## src/rtl/risc_toy_pkg.sv

```systemverilog
// Shared RISC_TOY definitions: datapath widths, opcodes and the fetch-queue entry layout.
package risc_toy_pkg;

    localparam int unsigned AW = 30;
    localparam int unsigned DW = 32;

    typedef enum logic [4:0] {
        OP_ADDI = 5'd0,
        OP_ANDI = 5'd1,
        OP_ORI  = 5'd2,
        OP_MOVI = 5'd3,
        OP_ADD  = 5'd4,
        OP_SUB  = 5'd5,
        OP_NEG  = 5'd6,
        OP_NOT  = 5'd7,
        OP_AND  = 5'd8,
        OP_OR   = 5'd9,
        OP_XOR  = 5'd10,
        OP_LSR  = 5'd11,
        OP_ASR  = 5'd12,
        OP_SHL  = 5'd13,
        OP_ROR  = 5'd14,
        OP_BR   = 5'd15,
        OP_BRL  = 5'd16,
        OP_J    = 5'd17,
        OP_JL   = 5'd18,
        OP_LD   = 5'd19,
        OP_LDR  = 5'd20,
        OP_ST   = 5'd21,
        OP_STR  = 5'd22
    } opcode_t;

    // One buffered fetch: instruction word plus the word address it came from.
    typedef struct packed {
        logic [DW-1:0] instr;
        logic [AW-1:0] pc;
    } fetch_entry_t;

endpackage

```

## src/rtl/risc_toy_ifetch_if.sv

```systemverilog
// Fetch-unit bus: instruction-memory port, execute redirect and decode handshake.
interface risc_toy_ifetch_if #(
    parameter int unsigned AW    = risc_toy_pkg::AW,
    parameter int unsigned DW    = risc_toy_pkg::DW,
    parameter int unsigned DEPTH = 4
);
    logic                     IREQ;
    logic [AW-1:0]            IADDR;
    logic [DW-1:0]            INSTR;
    logic                     REDIR_VALID;
    logic [AW-1:0]            REDIR_ADDR;
    logic                     ID_VALID;
    logic                     ID_READY;
    logic [DW-1:0]            ID_INSTR;
    logic [AW-1:0]            ID_PC;
    logic [$clog2(DEPTH):0]   QCOUNT;

    // Fetch unit side.
    modport master (
        output IREQ, IADDR, ID_VALID, ID_INSTR, ID_PC, QCOUNT,
        input  INSTR, REDIR_VALID, REDIR_ADDR, ID_READY
    );

    // Memory / execute / decode side.
    modport slave (
        input  IREQ, IADDR, ID_VALID, ID_INSTR, ID_PC, QCOUNT,
        output INSTR, REDIR_VALID, REDIR_ADDR, ID_READY
    );
endinterface

```

## src/rtl/risc_toy_fetch_q.sv

```systemverilog
// Synchronous instruction FIFO with push, pop, flush and occupancy count.
module risc_toy_fetch_q #(
    parameter int unsigned W     = 62,
    parameter int unsigned DEPTH = 4
) (
    input  logic                   clk,
    input  logic                   rst,
    input  logic                   push,
    input  logic [W-1:0]           din,
    input  logic                   pop,
    input  logic                   flush,
    output logic [W-1:0]           dout,
    output logic [$clog2(DEPTH):0] count
);
    localparam int unsigned PW = $clog2(DEPTH);
    localparam int unsigned CW = PW + 1;

    logic [W-1:0]  mem_q [DEPTH];
    logic [PW-1:0] rd_q, rd_d, wr_q, wr_d;
    logic [CW-1:0] count_q, count_d;
    logic          do_push, do_pop;

    // Pointer/count update; flush discards both the contents and any same-cycle push.
    always_comb begin
        do_push = push && !flush;
        do_pop  = pop && (count_q != '0) && !flush;
        rd_d    = rd_q + PW'(do_pop);
        wr_d    = wr_q + PW'(do_push);
        count_d = count_q + CW'(do_push) - CW'(do_pop);
        if (flush) begin
            rd_d    = '0;
            wr_d    = '0;
            count_d = '0;
        end
    end

    // Pointer and count registers.
    always_ff @(posedge clk) begin
        if (rst) begin
            rd_q    <= '0;
            wr_q    <= '0;
            count_q <= '0;
        end else begin
            rd_q    <= rd_d;
            wr_q    <= wr_d;
            count_q <= count_d;
        end
    end

    // Storage array, no reset needed since count gates visibility.
    always_ff @(posedge clk) begin
        if (do_push && !rst) begin
            mem_q[wr_q] <= din;
        end
    end

    assign dout  = mem_q[rd_q];
    assign count = count_q;

endmodule

```

## src/rtl/risc_toy_ifetch.sv

```systemverilog
// RISC_TOY fetch front end: PC, single outstanding fetch, credit-based issue, redirect flush.
module risc_toy_ifetch #(
    parameter int unsigned      AW       = risc_toy_pkg::AW,
    parameter int unsigned      DW       = risc_toy_pkg::DW,
    parameter int unsigned      DEPTH    = 4,
    parameter logic [AW-1:0]    RESET_PC = '0
) (
    input  logic              CLK,
    input  logic              RST,
    risc_toy_ifetch_if.master bus
);
    localparam int unsigned CW  = $clog2(DEPTH) + 1;
    localparam int unsigned CW1 = CW + 1;
    localparam int unsigned EW  = DW + AW;

    logic [AW-1:0]  pc_q, pc_d;
    logic           inflight_q, inflight_d;
    logic [AW-1:0]  inflight_addr_q, inflight_addr_d;
    logic           ireq_c, push_c, pop_c, id_valid_c;
    logic [AW-1:0]  iaddr_c;
    logic [CW1-1:0] credit_c;
    logic [CW-1:0]  count;
    logic [EW-1:0]  head;

    // Issue decision and next PC; a redirect always issues and overrides the sequential PC.
    always_comb begin
        iaddr_c         = bus.REDIR_VALID ? bus.REDIR_ADDR : pc_q;
        credit_c        = CW1'(count) + CW1'(inflight_q);
        ireq_c          = !RST && (bus.REDIR_VALID || (credit_c < CW1'(DEPTH)));
        push_c          = inflight_q && !bus.REDIR_VALID;
        id_valid_c      = (count != '0) && !RST;
        pop_c           = id_valid_c && bus.ID_READY;
        pc_d            = pc_q;
        inflight_d      = 1'b0;
        inflight_addr_d = inflight_addr_q;
        if (ireq_c) begin
            inflight_d      = 1'b1;
            inflight_addr_d = iaddr_c;
            pc_d            = iaddr_c + AW'(1);
        end
    end

    // PC and outstanding-fetch registers.
    always_ff @(posedge CLK) begin
        if (RST) begin
            pc_q            <= RESET_PC;
            inflight_q      <= 1'b0;
            inflight_addr_q <= '0;
        end else begin
            pc_q            <= pc_d;
            inflight_q      <= inflight_d;
            inflight_addr_q <= inflight_addr_d;
        end
    end

    risc_toy_fetch_q #(
        .W     (EW),
        .DEPTH (DEPTH)
    ) u_fetch_q (
        .clk   (CLK),
        .rst   (RST),
        .push  (push_c),
        .din   ({bus.INSTR, inflight_addr_q}),
        .pop   (pop_c),
        .flush (bus.REDIR_VALID),
        .dout  (head),
        .count (count)
    );

    assign bus.IREQ     = ireq_c;
    assign bus.IADDR    = iaddr_c;
    assign bus.ID_VALID = id_valid_c;
    assign bus.ID_INSTR = head[EW-1 -: DW];
    assign bus.ID_PC    = head[AW-1:0];
    assign bus.QCOUNT   = count;

endmodule
```

## src/flat_wrapper.sv

```systemverilog
// flat-port wrapper written by rule: the top's interface ports become plain ports
module risc_toy_ifetch_flat 
#(
    parameter int unsigned      AW       = risc_toy_pkg::AW,
    parameter int unsigned      DW       = risc_toy_pkg::DW,
    parameter int unsigned      DEPTH    = 4,
    parameter logic [AW-1:0]    RESET_PC = '0
)
  (CLK, RST, bus_IREQ, bus_IADDR, bus_ID_VALID, bus_ID_INSTR, bus_ID_PC, bus_QCOUNT, bus_INSTR, bus_REDIR_VALID, bus_REDIR_ADDR, bus_ID_READY);
  risc_toy_ifetch_if #(.AW(AW), .DW(DW), .DEPTH(DEPTH)) bus_i ();
  input  logic CLK;
  input  logic RST;
  output wire logic [$bits(bus_i.IREQ)-1:0] bus_IREQ;
  output wire logic [$bits(bus_i.IADDR)-1:0] bus_IADDR;
  output wire logic [$bits(bus_i.ID_VALID)-1:0] bus_ID_VALID;
  output wire logic [$bits(bus_i.ID_INSTR)-1:0] bus_ID_INSTR;
  output wire logic [$bits(bus_i.ID_PC)-1:0] bus_ID_PC;
  output wire logic [$bits(bus_i.QCOUNT)-1:0] bus_QCOUNT;
  input wire logic [$bits(bus_i.INSTR)-1:0] bus_INSTR;
  input wire logic [$bits(bus_i.REDIR_VALID)-1:0] bus_REDIR_VALID;
  input wire logic [$bits(bus_i.REDIR_ADDR)-1:0] bus_REDIR_ADDR;
  input wire logic [$bits(bus_i.ID_READY)-1:0] bus_ID_READY;
  assign bus_IREQ = bus_i.IREQ;
  assign bus_IADDR = bus_i.IADDR;
  assign bus_ID_VALID = bus_i.ID_VALID;
  assign bus_ID_INSTR = bus_i.ID_INSTR;
  assign bus_ID_PC = bus_i.ID_PC;
  assign bus_QCOUNT = bus_i.QCOUNT;
  assign bus_i.INSTR = bus_INSTR;
  assign bus_i.REDIR_VALID = bus_REDIR_VALID;
  assign bus_i.REDIR_ADDR = bus_REDIR_ADDR;
  assign bus_i.ID_READY = bus_ID_READY;
  risc_toy_ifetch #(.AW(AW), .DW(DW), .DEPTH(DEPTH), .RESET_PC(RESET_PC)) u_core (.CLK(CLK), .RST(RST), .bus(bus_i));
endmodule
```

## config.mk

```make
export PLATFORM = sky130hd
export DESIGN_NAME = risc_toy_ifetch_flat
export DESIGN_NICKNAME = d
export VERILOG_FILES = /design/src/rtl/risc_toy_pkg.sv /design/src/rtl/risc_toy_ifetch_if.sv /design/src/rtl/risc_toy_fetch_q.sv /design/src/rtl/risc_toy_ifetch.sv /design/src/flat_wrapper.sv
export SDC_FILE = /design/constraint.sdc
export NUM_CORES = 1
export LEC_CHECK = 0
export ABC_AREA = 1
export CAP_MARGIN = 15
export CORE_UTILIZATION = 45
export DETAILED_ROUTE_END_ITERATION = 10
export PLACE_DENSITY = 0.7
export SETUP_SLACK_MARGIN = 0.5
export SYNTH_ARGS = -nofsm -noshare
export SYNTH_HDL_FRONTEND = slang
export SYNTH_SLANG_ARGS = --single-unit
```

## constraint.sdc

```tcl
create_clock -name CLK -period 6.25 [get_ports CLK]
set_clock_uncertainty 0.1 [all_clocks]
set_input_delay 0.625 -clock CLK [delete_from_list [all_inputs] [get_ports CLK]]
set_output_delay 0.625 -clock CLK [all_outputs]
set_load 0.02 [all_outputs]
```

==> results.cfg <==
[logic_synthesis]
synthCells = 1146
synth_fp_nets = 1217
yosysWarnings = 0
synth_area_leaders = edfxtp_1 (59%), dfxtp_1 (11%), o21ai_0 (7.1%), nand2_1 (5.3%), nor2_1 (5.2%)
synthDominantCellAreaShare_pct = 58.66
yosys_register_bits = 316
synth_area_um2 = 12690
yosysTopAreaCell = edfxtp_1
postSynthAreaPerCell_um2 = 11.08
synth.distinct_cells = 32
yosysSeqAreaShare_pct = 69.39

[timing]
max_freq_ghz = 0.2312
whs_ns = 0.3696
worst_pin_slew_ns = 0.9791
setup_viol = 0
finalCritPeriodShare_pct = 69.19
rsz0062_at_grt = false
drv_slew = 0
setup-tns-final_ns = 0
finalWorstPathRequiredPeriod_ns = 4.324
maxSlewHeadroom_pct = 34.73
hold_viol_final = 0

[status]
outcome = completed

[critical_path]
path_max_fanout = 40
arrival_ns = 3.60
worst_r2r_path_depth = 10
r2r_setup_slack_ns = 3.61
r2r_end = u_core.pc_q[28]
reg2reg_from = u_core.u_fetch_q.count[1]
crit_start = bus_REDIR_VALID
end_kind = output pin
start_kind = input pin
timing.setup.critical_path_class = in2out
required_ns = 5.52
cp-endpoint = bus_IREQ

[layout]
final_common_cell = edfxtp_1
final_cell_mix = edfxtp_1 (248), nand2_1 (179), o21ai_0 (179), nor2_1 (175), clkdlybuf4s50_1 (162)
syn_to_final_growth_pct = 23.65
fin_util_pct = 56.50
multi_input_area_um2 = 3435
nets = 1368
drive_above_1_share_pct = 8.182
nFillCells = 2389
n_antenna_cell = 0
seq_area_um2 = 8813

[global_route]
antenna_found_initial = 0
grt_max_degree = 92
grt_pass1_wl_um = 45080
overflow = 0
grt_pass1_vias = 8581
track_usage_pct = 20.11

[clocking]
clock-sinks = 316
cts_buffer_depth = 3
clk_pin_slew_ns = 0.06
hold_buffers = 0
clk_latency_ns = 0.51
cts_resized = 0
cts_tree = built
numCtsBuffers = 34
postCtsSetupBuffers = 0
root_buffer = clkbuf_16
cts_htree_levels = 2

[route]
drtIter0Drc = 655
vias_per_cell = 5.256
drtPass1Iterations = 5
drt_wl_total_um = 28650
vias = 8924
drc_errors = 0
wl_per_cell_um = 16.87
drtAntennaViolNets = 0

[job]
drv_cap = 0

[floorplan]
rows = 61
dieArea_um2 = 28890
die_w_um = 170.0
ios = 163
core_area_um2 = 27780
start_util_pct = 45.69
die_y_um = 170.0

[power_and_ir_drop]
p_leak_uw = 0.005503
power.density_nw_per_um2 = 288.2
ir_drop_uv = 148.0

[placed_design]
portBuffers = 162
gp_congestion = 0.9186
hpwl_um = 16840

[hold_path]
hold_class = reg2reg
-- per-stage QoR --
stage	instances	power, uW	worst slack, ns	instance area (um2)
floorplan	1146	2531	0.1879	12690
detailed placement	1639	2681	1.967	14640
finish	1698	4524	1.926	15700
CTS	1698	4562	1.956	15700
global placement	1639	2677	1.982	14640
global route	1698	4673	1.744	15700
-- critical path: stages --
cell and delay, ns:
clkdlybuf4s50_1 0.39, buf_4 0.27, inv_2 0.38, nand3_1 0.14
buf_4 0.24, nand2_1 0.11, clkinv_1 0.67, clkdlybuf4s50_1 0.77
-- flip-flops by register name, summed over array words and instances, names as in the netlist --
register	count
u_core.pc_q	30
u_core.u_fetch_q.rd_q	2
u_core.u_fetch_q.mem_q	248
u_core.inflight_q	1
u_core.u_fetch_q.count	3
u_core.inflight_addr_q	30
u_core.u_fetch_q.wr_q	2
-- layout make-up --
class | instances | share of cell area (%)
clock inverters | 10 | 0.5340
repair buffers | 174 | 10.90
clock buffers | 49 | 6.177
multi-input cells | 715 | 21.88
flip-flops and latches | 316 | 56.15
well taps | 378 | 3.013
inverters | 56 | 1.347
-- per-layer routing --
metal  track usage, %  up-vias  part of all wire, %
li1                 -     4330                    -
met5                0        -                    0
met3            4.070       55                  6.6
met1            27.16     4224                   45
met2            32.32      315                   46
met4            7.051        0                  2.7
-- worst min path at each step --
stage	startpoint	to	cells past startpoint
6_report	u_core.pc_q[9]	u_core.pc_q[9]	2
4_1_cts	u_core.pc_q[9]	u_core.pc_q[9]	2
2_1_floorplan	u_core.pc_q[10]	u_core.pc_q[10]	2
3_3_place_gp	u_core.pc_q[9]	u_core.pc_q[9]	2
5_1_grt	u_core.pc_q[6]	u_core.pc_q[6]	2
3_5_place_dp	u_core.pc_q[9]	u_core.pc_q[9]	2
-- synth_stat cells, drive strengths merged --
cell,count
buf,10
xnor2,3
clkbuf,49
nand3,32
nor2,184
a31oi,1
nand4,5
a22o,2
inv,53
clkinv,3
ha,4
nand2,196
a21oi,15
dfxtp,68
nand3b,1
edfxtp,248
nor3,7
xor2,5
fa,1
o21ai,193
o22ai,65
or2,1
-- cell families after synthesis --
family / count (synthesis) / synth area share [%]
and+or+nand+nor: 426 / 13.86
DFF: 316 / 69.39
AOI/OAI and AO/OA: 276 / 11.92
buffers and inverters: 115 / 3.735
xor gates and xnor gates: 8 / 0.5520
adders and majority gates: 5 / 0.5520
-- where the power goes --
group,switching (uW),internal [uW]
combinational,172,124
sequential,30.8,2310
clock,761,1120
total,964,3560
(Power assumes the default switching activity.)
